`src/rtl/i2c_bus_arbiter.sv`:
```
// Round-robin arbiter sharing one I2C_Controller transfer engine among NUM_REQ requesters.
// Optional NACK retry is compiled in when the macro I2C_ARB_RETRY_EN is defined.
module i2c_bus_arbiter #(
    parameter int NUM_REQ     = 3,
    parameter int DATA_W      = 24,
    parameter int MAX_RETRY   = 3,
    parameter int TIMEOUT_CYC = 1048576
) (
    input  logic                      iCLK,
    input  logic                      iRST,
    input  logic [NUM_REQ-1:0]        iREQ,
    input  logic [NUM_REQ*DATA_W-1:0] iREQ_DATA,
    output logic [NUM_REQ-1:0]        oGNT,
    output logic [NUM_REQ-1:0]        oDONE,
    output logic                      oERR,
    output logic                      oBUSY,
    output logic [DATA_W-1:0]         oI2C_DATA,
    output logic                      oI2C_GO,
    input  logic                      iI2C_END,
    input  logic                      iI2C_ACK
);

    localparam int IW = $clog2(NUM_REQ);
    localparam int TW = ($clog2(TIMEOUT_CYC) > 20) ? $clog2(TIMEOUT_CYC) : 20;
    localparam logic [TW-1:0] TO_LAST = TW'(TIMEOUT_CYC - 1);

    if (NUM_REQ < 2 || NUM_REQ > 8 || MAX_RETRY < 0 || TIMEOUT_CYC < 2) begin : g_bad_params
        $error("i2c_bus_arbiter: unsupported parameter set");
    end

    typedef enum logic [2:0] {
        S_IDLE,
        S_ARB,
        S_GO,
        S_RELEASE,
        S_CHECK,
        S_DONE
    } state_t;

    state_t              state_q, state_d;
    logic [IW-1:0]       ptr_q, ptr_d;
    logic [NUM_REQ-1:0]  gnt_q, gnt_d;
    logic [DATA_W-1:0]   data_q, data_d;
    logic                go_q, go_d;
    logic [TW-1:0]       tcnt_q, tcnt_d;
    logic                tout_q, tout_d;
    logic                ack_q, ack_d;
    logic                fail_q, fail_d;
    logic [1:0]          end_sync_q, end_sync_d;
    logic [1:0]          ack_sync_q, ack_sync_d;
    logic                end_s, ack_s;

`ifdef I2C_ARB_RETRY_EN
    localparam int RW = (MAX_RETRY > 0) ? $clog2(MAX_RETRY + 1) : 1;
    logic [RW-1:0]       retry_q, retry_d;
`endif

    logic [DATA_W-1:0]   req_word [NUM_REQ];
    logic                pick_found;
    logic [IW-1:0]       pick_idx;

    for (genvar k = 0; k < NUM_REQ; k++) begin : g_unpack
        assign req_word[k] = iREQ_DATA[k*DATA_W +: DATA_W];
    end

    assign end_s = end_sync_q[1];
    assign ack_s = ack_sync_q[1];

    // First active request at or after the round-robin pointer, wrapping at NUM_REQ.
    always_comb begin
        int idx;
        idx        = 0;
        pick_found = 1'b0;
        pick_idx   = '0;
        for (int i = 0; i < NUM_REQ; i++) begin
            idx = int'(ptr_q) + i;
            if (idx >= NUM_REQ) idx = idx - NUM_REQ;
            if (!pick_found && iREQ[IW'(idx)]) begin
                pick_found = 1'b1;
                pick_idx   = IW'(idx);
            end
        end
    end

    always_comb begin
        state_d    = state_q;
        ptr_d      = ptr_q;
        gnt_d      = gnt_q;
        data_d     = data_q;
        tcnt_d     = '0;
        tout_d     = tout_q;
        ack_d      = ack_q;
        fail_d     = fail_q;
        end_sync_d = {end_sync_q[0], iI2C_END};
        ack_sync_d = {ack_sync_q[0], iI2C_ACK};
`ifdef I2C_ARB_RETRY_EN
        retry_d    = retry_q;
`endif
        case (state_q)
            S_IDLE: begin
                if (|iREQ) state_d = S_ARB;
            end
            S_ARB: begin
                if (pick_found) begin
                    gnt_d   = {{(NUM_REQ-1){1'b0}}, 1'b1} << pick_idx;
                    data_d  = req_word[pick_idx];
                    ptr_d   = (pick_idx == IW'(NUM_REQ - 1)) ? '0 : pick_idx + 1'b1;
                    tout_d  = 1'b0;
                    ack_d   = 1'b0;
                    fail_d  = 1'b0;
`ifdef I2C_ARB_RETRY_EN
                    retry_d = '0;
`endif
                    state_d = S_GO;
                end else begin
                    state_d = S_IDLE;
                end
            end
            S_GO: begin
                // The timeout window opens when oI2C_GO is actually seen high.
                if (go_q) tcnt_d = (&tcnt_q) ? tcnt_q : tcnt_q + 1'b1;
                if (end_s) begin
                    ack_d   = ack_s;
                    state_d = S_RELEASE;
                end else if (go_q && tcnt_q == TO_LAST) begin
                    tout_d  = 1'b1;
                    state_d = S_RELEASE;
                end
            end
            S_RELEASE: begin
                if (tout_q || !end_s) state_d = S_CHECK;
            end
            S_CHECK: begin
                if (tout_q) begin
                    fail_d  = 1'b1;
                    state_d = S_DONE;
                end else if (!ack_q) begin
                    fail_d  = 1'b0;
                    state_d = S_DONE;
                end else begin
`ifdef I2C_ARB_RETRY_EN
                    if (retry_q < RW'(MAX_RETRY)) begin
                        retry_d = retry_q + 1'b1;
                        state_d = S_GO;
                    end else begin
                        fail_d  = 1'b1;
                        state_d = S_DONE;
                    end
`else
                    fail_d  = 1'b1;
                    state_d = S_DONE;
`endif
                end
            end
            S_DONE: begin
                gnt_d   = '0;
                state_d = S_IDLE;
            end
            default: state_d = S_IDLE;
        endcase
        go_d = (state_q == S_GO) && (state_d == S_GO);
    end

    always_ff @(posedge iCLK or posedge iRST) begin
        if (iRST) begin
            state_q    <= S_IDLE;
            ptr_q      <= '0;
            gnt_q      <= '0;
            data_q     <= '0;
            go_q       <= 1'b0;
            tcnt_q     <= '0;
            tout_q     <= 1'b0;
            ack_q      <= 1'b0;
            fail_q     <= 1'b0;
            end_sync_q <= '0;
            ack_sync_q <= '0;
`ifdef I2C_ARB_RETRY_EN
            retry_q    <= '0;
`endif
        end else begin
            state_q    <= state_d;
            ptr_q      <= ptr_d;
            gnt_q      <= gnt_d;
            data_q     <= data_d;
            go_q       <= go_d;
            tcnt_q     <= tcnt_d;
            tout_q     <= tout_d;
            ack_q      <= ack_d;
            fail_q     <= fail_d;
            end_sync_q <= end_sync_d;
            ack_sync_q <= ack_sync_d;
`ifdef I2C_ARB_RETRY_EN
            retry_q    <= retry_d;
`endif
        end
    end

    assign oGNT      = gnt_q;
    assign oDONE     = (state_q == S_DONE) ? gnt_q : '0;
    assign oERR      = (state_q == S_DONE) && fail_q;
    assign oBUSY     = (state_q != S_IDLE);
    assign oI2C_DATA = data_q;
    assign oI2C_GO   = go_q;

endmodule

```
`config.mk`:
```
export PLATFORM = sky130hd
export DESIGN_NAME = i2c_bus_arbiter
export DESIGN_NICKNAME = d
export VERILOG_FILES = /design/src/rtl/i2c_bus_arbiter.sv
export SDC_FILE = /design/constraint.sdc
export NUM_CORES = 1
export LEC_CHECK = 0
export BUFFER_PORTS_ARGS = -buffer_cell sky130_fd_sc_hd__buf_2
export CAP_MARGIN = 15
export CORE_MARGIN = 4
export CORE_UTILIZATION = 55
export DETAILED_ROUTE_END_ITERATION = 8
export GPL_TIMING_DRIVEN = 0
export PLACE_DENSITY = 0.82
export SETUP_SLACK_MARGIN = 0.02
export SYNTH_ARGS = -nofsm -noshare
export SYNTH_HDL_FRONTEND = slang
export SYNTH_SLANG_ARGS = --single-unit
```
`constraint.sdc`:
```
create_clock -name iCLK -period 5.8 [get_ports iCLK]
set_input_delay 0.58 -clock iCLK [delete_from_list [all_inputs] [get_ports iCLK]]
set_output_delay 0.58 -clock iCLK [all_outputs]
set_load 0.01 [all_outputs]
```
Yosys cells after proc, flatten, opt, wreduce, memory -nomap -nowiden:

Cells that the tools add are included.

* register bits: 60
* bits of input ports: 79
* output and inout port bits: 33
* word-level logic and storage cells: 104

* $add $sub $neg: 7
* order comparisons: 7
* eq/ne operators: 13
* shift-type cells: 1
* mux-type cells: 43
* bitwise operators: 1
* reduce and logical (&&, ||, !) cells: 21

Operators with widths (number)
* $mux 20: 3
* $bmux 24 s2: 1
* $mux 24: 2
* $add 20x1->20 const B: 1
* $eq 20x20->1 const B: 1
* $reduce_and 20->1: 1
* $mux 3: 6
* $mux 2: 8
* $mux 1: 15
* $pmux 3 s5: 1
* $lt 2x4->1 const B: 3
* $eq 3x2->1 const B: 3
* $ne 2x2->1 const B: 4
* $bmux 1 s2: 3
* $eq 3x3->1 const B: 2
* $ge 3x2->1 const B: 2
* $pmux 1 s2: 3
* $pmux 3 s2: 1
* $reduce_and 2->1: 3
* $reduce_bool 2->1: 3
* $sub 2x2->2 const B: 3
* $logic_and 1x1->1: 5
* $reduce_and 4->1: 1
* $add 2x1->3 const B: 1
* 15 further kinds: 17

Depth between registers and ports, before layout:

Gate-level depths: netlist of run 1.

* depth after elaboration: 16
* mapped depth: 8
* mapped depth without buffers: 6

Least setup slack after synthesis of run 1:

Ideal clock, no wire load.

* path type: register -> register
* start: register ptr_q[0]
* end: register data_q[14], in the netlist oI2C_DATA[14]
* library setup time: 0.141 ns
* arrival: 1.885 ns
* required time: 5.659 ns
* setup slack: 3.774 ns
* cell stages (with the launch flop): 9
* buffers on the path: 2
* clock period less this slack: 2.026 ns
* cell sequence: dfrtp_1 -> inv_1 -> ha_1 -> buf_2 -> or2_1 -> a311o_2 -> buf_6 -> o21ai_1 -> o221ai_2

* cells in the longest elaborated chain, start to end: 16
* elaborated cells between the ends (all ways): 35
* those cells by class: 5 x add/sub; 3 x order compare; 21 x mux; 1 x bitwise; 5 x reduce/logical

RTL lines
* start, declared: line 41 `logic [IW-1:0] ptr_q, ptr_d;`
* start signal, assigned: line 182 `ptr_q <= ptr_d;`
* branches (longest 16 deep; another with $add 2x1->3)
* end signal, assigned: line 184 `data_q <= data_d;`
* end, declared: line 43 `logic [DATA_W-1:0] data_q, data_d;`

Parallel ways; which one is timed is not known. The select of a mux whose other input is x is not followed.
A chain may end at the register's enable or synchronous reset.

Worst setup path after layout of run 1:

* start: register ptr_q[0]
* end: register data_q[1], in the netlist oI2C_DATA[1]

The elaborated chain is that of the path after synthesis.

==> results of run 1 <==
[power breakdown]
group / switching [uW] / internal [uW] / leakage, uW
Combinational: 608 / 394 / 0.00106
Sequential: 75.6 / 542 / 0.000764
Clock: 169 / 164 / 0.0000889
Total: 852 / 1100 / 0.00191
[worst max-delay path, cell delays in order, from the launching register on]
cell and delay [ps]:
dfrtp_1 390, inv_1 70, ha_1 280, buf_2 160, and3_1 240, a211oi_2 480
buf_4 290, a32oi_1 120, a31oi_1 220
[how the worst max path moves through the flow]
stage               depth (start not counted)  slack [ps]                         to                 start
CTS                                         8        3450   oI2C_DATA[1]$_DFFE_PP0P_  ptr_q[0]$_DFFE_PP0P_
finish                                      8        3450   oI2C_DATA[1]$_DFFE_PP0P_  ptr_q[0]$_DFFE_PP0P_
floorplan                                   1        3740          ack_q$_DFFE_PP0P_                  iRST
global route                                8        3250   oI2C_DATA[1]$_DFFE_PP0P_  ptr_q[0]$_DFFE_PP0P_
detailed placement                          8        3470   oI2C_DATA[1]$_DFFE_PP0P_  ptr_q[0]$_DFFE_PP0P_
global placement                            2        2990  oI2C_DATA[11]$_DFFE_PP0P_                  iRST
[layout make-up]
cell class / instances / area share, %
multi-input cells: 265 / 41.4
flip-flops and latches: 60 / 34.6
repair buffers: 112 / 13.2
plain buffers: 28 / 3.77
clock buffers: 11 / 3.25
well taps: 75 / 2.16
inverters: 11 / 0.950
clock inverters: 5 / 0.634
[synth_stat cells, types with 2 or more instances]
library cell   n  share of area, %
nor2_1         9              0.96
o221ai_2       6               2.6
o21ai_0       15               2.1
o41ai_1        2              0.50
nand2_1       25               2.7
o22ai_1        2              0.36
nor3_2         2              0.57
a2111o_1       3              0.96
dfrtp_1       60                43
nand4_1        8               1.4
a32oi_1       24               6.0
o31a_1         2              0.50
mux2i_1        6               1.7
a31oi_1       13               2.3
or2_2          5              0.89
buf_6          3              0.96
and4_1         5               1.2
o31ai_1        3              0.64
or4_1          3              0.64
ha_1           3               1.1
o21ai_1       10               1.4
nor3_1         3              0.43
buf_2         14               2.0
nand2_2        2              0.36
and2_1         6               1.1
a211oi_1       5               1.1
inv_1         11               1.2
buf_4          5               1.1
and3_1         3              0.54
nor3b_1        3              0.64
a21oi_1       26               3.7
o221ai_1      10               2.5
clkbuf_1       6              0.64
nand3_1       32               4.6
nor4_1         2              0.36
or3_1          3              0.54
[cells by family after synthesis]
group / Yosys count / share of synthesized area, %
AOI/OAI and AO/OA: 136 / 29.2
muxes: 6 / 1.71
DFF: 60 / 42.8
adders and majority gates: 3 / 1.07
and+or+nand+nor: 120 / 19.3
buffers and inverters: 39 / 5.85
[flip-flops by register name, summed over array words and instances, names as in the netlist, 2 cells and up]
name        flops
ack_sync_q      2
end_sync_q      2
oGNT            3
ptr_q           2
state_q         3
oI2C_DATA      24
tcnt_q         20
[per-stage QoR]
stage	total power [uW]	area (um2)
after CTS	1950	4340
after detailed placement	1620	4180
after global placement	1590	4160
after global routing	2100	4340
final	1950	4340
after floorplan	1310	3510
[layer usage]
metal  wire length (um)  vias to the layer above
li1                   -                     1684
met4                195                        0
met2               4770                      145
met1               4150                     1710
met3                702                       23
met5                  0                        -
==> metrics.md, run 1 <==
| Metric | Value |
|---|---|
| Outcome | `complete, no violations` |
| Top_reg_cell synth | `dfrtp_1` |
| Die Width | `87.8 um` |
| Seq cells post-synth | `60` |
| Final period utilization | `40.5%` |
| Sum Neg Setup Slack | `0 ps` |
| Mapped Area | `3510 um2` |
| GRT Max-Usage Layer | `met2` |
| Max Cap Viol | `0` |
| Skew-Pair Late Insertion Delay | `340 ps` |
| Critical Path RT | `6040 ps` |
| Tmin final | `2350 ps` |
| Avg WL per Cell | `17.3 um` |
| DP HPWL | `7130 um` |
| Iteration-0 DRC Markers | `219` |
| Post-CTS setup buffers | `0` |
| Gpl congestion | `0.816` |
| CTS sink count | `60` |
| CP max FO | `10` |
| Buffers added on ports | `111` |
| Number of global-route vias before repair | `3312` |
| GR Overflow Total | `0` |
| Most frequent cells in the layout | `buf_2, dfrtp_1, nand3_1` |
| First drt pass iteration count | `5` |
| Diodes inserted | `0` |
| Max-slew violations | `0` |
| P per Cell Area | `449 nW/um2` |
| Antenna Violating Nets Remaining | `0` |
| Reg clk slew, reported paths | `70 ps` |
| Hold crit path type | `input port to async pin` |
| Die height | `87.8 um` |
| Crit path kind | `register to register` |
| Pin count of the biggest net entering global routing | `44` |
| Fin worst setup slack | `3450 ps` |
| FF/Latch Area | `1500 um2` |
| RSZ-0062 raised after global routing | `false` |
| CTS Buf Count | `9` |
| CTS tree | `yes` |
| Final WL | `9820 um` |
| CTS H-Tree Depth | `3` |
| Synthesized Nets | `446` |
| Post-synth cell types | `60` |
| Final Net Count | `569` |
| Final Util | `71.7%` |
| Fillers | `474` |
| Crit start category | `register` |
| Maximum VDD drop | `0.000240 V` |
| Hold buffers post-CTS | `0` |
| Worst slew margin | `57.6%` |
| Vias | `3562` |
| Pleak | `0.00191 uW` |
| Initial core utilization | `57.8%` |
| Initial antenna violation count | `0` |
| # setup viols final | `0` |
| Pre-CTS setup slack | `3470 ps` |
| Hold slack | `225 ps` |
| Met1 usage | `34.8%` |
| Reg2Reg Launch Point | `ptr_q[0]$_DFFE_PP0P_` |
| Async S/R FF share, synth | `100%` |
| FF-to-FF path depth | `8` |
| Worst EP arrival | `2590 ps` |
| Clk buf depth | `2` |
| F_max | `426 MHz` |
| Mapped Cells | `364` |
| CTS root buffer | `clkbuf_8` |
| Post-Syn Area per Cell | `9.63 um2` |
| Area of the multi-input gates | `1800 um2` |
| Post-CTS Resized | `0` |
| Residual DRC count | `0` |
| Final Hold Viols | `0` |
| Die area | `7720 um2` |
| Gr usage total | `26.0%` |
| Register area share after synthesis | `42.8%` |
| Clock skew | `12.1 ps` |
| Crit. End Element | `register` |
| Commonest non-fill, non-tap cell in the layout | `buf_2` |
| Met3 Usage GRT | `6.30%` |
| Vias/cell | `6.28` |
| R2R Setup Slk | `3450 ps` |
| EDFF count, synth | `0` |
| Row count | `28` |
| M2 GR Usage | `40.5%` |
| Synthesis-to-finish area growth | `23.9%` |
| Cells after DPL | `551` |
| YS warnings | `0` |
| First-pass GRT wire length | `15900 um` |
| Finished Layout Cells | `567` |
| Worst r2r dst | `oI2C_DATA[1]$_DFFE_PP0P_` |
| Layout cell share with drive strength beyond 1 | `35.2%` |
| Io pins | `112` |
| Worst slew pin tran | `633 ps` |
| Core Footprint | `6060 um2` |
Note: power is estimated with default switching activity, not from simulation.
==> run 2, diff against run 1 <==
CORE_UTILIZATION = 46   (was 55)
PLACE_DENSITY = 0.73   (was 0.82)
clock period = 2.1 ns   (was 5.8 ns; I/O delays follow)
==> metrics.md, run 2 (same netlist as run 1, synthesis figures left out) <==
| Metric | Value |
|---|---|
| Outcome | `complete, no violations (unchanged)` |
| P per Cell Area | `1310 nW/um2 (was 449 nW/um2)` |
| Worst r2r dst | `oI2C_DATA[9]$_DFFE_PP0P_ (was oI2C_DATA[1]$_DFFE_PP0P_)` |
| Core Footprint | `7330 um2 (was 6060 um2)` |
| Die height | `95.3 um (was 87.8 um)` |
| Residual DRC count | `0 (unchanged)` |
| # setup viols final | `0 (unchanged)` |
| Reg2Reg Launch Point | `ptr_q[0]$_DFFE_PP0P_ (unchanged)` |
| Tmin final | `2060 ps (was 2350 ps)` |
| Buffers added on ports | `111 (unchanged)` |
| Diodes inserted | `0 (unchanged)` |
| Maximum VDD drop | `0.000898 V (was 0.000240 V)` |
| GR Overflow Total | `0 (unchanged)` |
| Initial antenna violation count | `0 (unchanged)` |
| Io pins | `112 (unchanged)` |
| Iteration-0 DRC Markers | `303 (was 219)` |
| Synthesis-to-finish area growth | `35.7% (was 23.9%)` |
| Hold crit path type | `input port to register (was input port to async pin)` |
| Crit start category | `register (unchanged)` |
| RSZ-0062 raised after global routing | `true (was false)` |
| Initial core utilization | `47.8% (was 57.8%)` |
| CTS tree | `yes (unchanged)` |
| M2 GR Usage | `37.3% (was 40.5%)` |
| Clock skew | `11.2 ps (was 12.1 ps)` |
| Crit path kind | `register to register (unchanged)` |
| Finished Layout Cells | `607 (was 567)` |
| CTS H-Tree Depth | `3 (unchanged)` |
| Most frequent cells in the layout | `buf_2, dfrtp_1, nand3_1 (unchanged)` |
| Fillers | `598 (was 474)` |
| Hold depth | `3` |
| Final Hold Viols | `0 (unchanged)` |
| Clk buf depth | `2 (unchanged)` |
| Vias | `3691 (was 3562)` |
| Crit. End Element | `register (unchanged)` |
| CP max FO | `6 (was 10)` |
| Avg WL per Cell | `17.9 um (was 17.3 um)` |
| Worst slew pin tran | `639 ps (was 633 ps)` |
| Worst slew margin | `57.4% (was 57.6%)` |
| Met1 usage | `32.8% (was 34.8%)` |
| Pleak | `0.00205 uW (was 0.00191 uW)` |
| Antenna Violating Nets Remaining | `0 (unchanged)` |
| Hold_sp | `iREQ_DATA[22]` |
| Min-Delay Endpoint | `oI2C_DATA[22]$_DFFE_PP0P_` |
| Cells after DPL | `575 (was 551)` |
| F_max | `486 MHz (was 426 MHz)` |
| Critical Path RT | `2280 ps (was 6040 ps)` |
| FF-to-FF path depth | `8 (unchanged)` |
| Die Width | `95.3 um (was 87.8 um)` |
| Met3 Usage GRT | `3.39% (was 6.30%)` |
| Worst EP arrival | `2240 ps (was 2590 ps)` |
| First drt pass iteration count | `5 (unchanged)` |
| CTS root buffer | `clkbuf_8 (unchanged)` |
| Gr usage total | `23.3% (was 26.0%)` |
| Final WL | `10900 um (was 9820 um)` |
| Die area | `9080 um2 (was 7720 um2)` |
| Commonest non-fill, non-tap cell in the layout | `buf_2 (unchanged)` |
| Vias/cell | `6.08 (was 6.28)` |
| Reg clk slew, reported paths | `70 ps (about the same)` |
| Final period utilization | `97.9% (was 40.5%)` |
| CTS sink count | `60 (unchanged)` |
| DP HPWL | `7480 um (was 7130 um)` |
| Gpl congestion | `0.852 (was 0.816)` |
| R2R Setup Slk | `40 ps (was 3450 ps)` |
| Row count | `31 (was 28)` |
| Hold slack | `148 ps (was 225 ps)` |
| Pin count of the biggest net entering global routing | `43 (was 44)` |
| Max-slew violations | `0 (unchanged)` |
| Number of global-route vias before repair | `3437 (was 3312)` |
| GRT Max-Usage Layer | `met2 (unchanged)` |
| Skew-Pair Late Insertion Delay | `330 ps (was 340 ps)` |
| Layout cell share with drive strength beyond 1 | `41.3% (was 35.2%)` |
| CTS Buf Count | `9 (unchanged)` |
| Max reg flops | `24 (unchanged)` |
| Max Cap Viol | `0 (unchanged)` |
| Final Net Count | `585 (was 569)` |
| First-pass GRT wire length | `16700 um (was 15900 um)` |
## run 2: worst max-delay path by stage
stage | endpoint | from | depth (start not counted) | slack [ps]
detailed placement | oI2C_DATA[3]$_DFFE_PP0P_ | ptr_q[0]$_DFFE_PP0P_ | 8 | -170
CTS | oI2C_DATA[9]$_DFFE_PP0P_ | ptr_q[0]$_DFFE_PP0P_ | 8 | 20
floorplan | oI2C_DATA[14]$_DFFE_PP0P_ | ptr_q[0]$_DFFE_PP0P_ | 8 | 70
global route | oI2C_DATA[9]$_DFFE_PP0P_ | ptr_q[0]$_DFFE_PP0P_ | 8 | -30
global placement | oI2C_DATA[22]$_DFFE_PP0P_ | iRST | 2 | -370
finish | oI2C_DATA[9]$_DFFE_PP0P_ | ptr_q[0]$_DFFE_PP0P_ | 8 | 40
## run 2: report_power, final
part           leakage (uW)  total [uW]  internal, uW  switching (uW)
Sequential         0.000764        1740          1500             240
Combinational       0.00119        3420          1460            1960
Clock             0.0000959        1080           614             466
Total               0.00205        6230          3570            2670
## run 2: routing by layer
metal	up-vias	share of wire (%)
li1	1732	-
met5	-	0
met3	8	7.0
met4	0	0.95
met2	155	48
met1	1796	44
## run 2: repair_timing
item	CTS	global route
buffers inserted	5	4
cloned	3	1
hold buffers	3	0
hold endpoints to repair	20	0
pin swaps	8	4
gates resized for setup	24	37
setup endpoints to repair	30	29
## run 2: worst max-delay path, stage by stage, from the launching register on
cell and delay (ps):
dfrtp_1 410, inv_2 80, ha_4 190, buf_6 120, and4bb_2 270, a311o_2 420
buf_6 180, o21ai_2 120, o221ai_1 120
## run 2: cell type report
type                            instances  area, um2  area share, %
Multi-Input combinational cell        266       1970           41.5
Sequential cell                        60       1500           31.6
Timing Repair Buffer                  127        697           14.7
Buffer                                 28        214           4.50
Clock buffer                           13        159           3.34
Tap cell                               99        124           2.60
Clock inverter                          3       45.0          0.947
Inverter                               11       41.3          0.868
## run 2: through the flow
| stage | power, uW | util, % | worst slack (ps) | area [um2] | setup TNS (ps) |
|---|---|---|---|---|---|
| after floorplan | 3620 | - | 74.1 | 3510 | 0 |
| after global placement | 4410 | 57.1 | -373 | 4190 | -23280 |
| after global routing | 6630 | 64.9 | -25.7 | 4760 | -31.2 |
| after detailed placement | 4500 | 57.4 | -171 | 4210 | -2480 |
| after CTS | 5880 | 62.7 | 24.8 | 4600 | 0 |
| final | 6230 | 64.9 | 44.0 | 4760 | 0 |
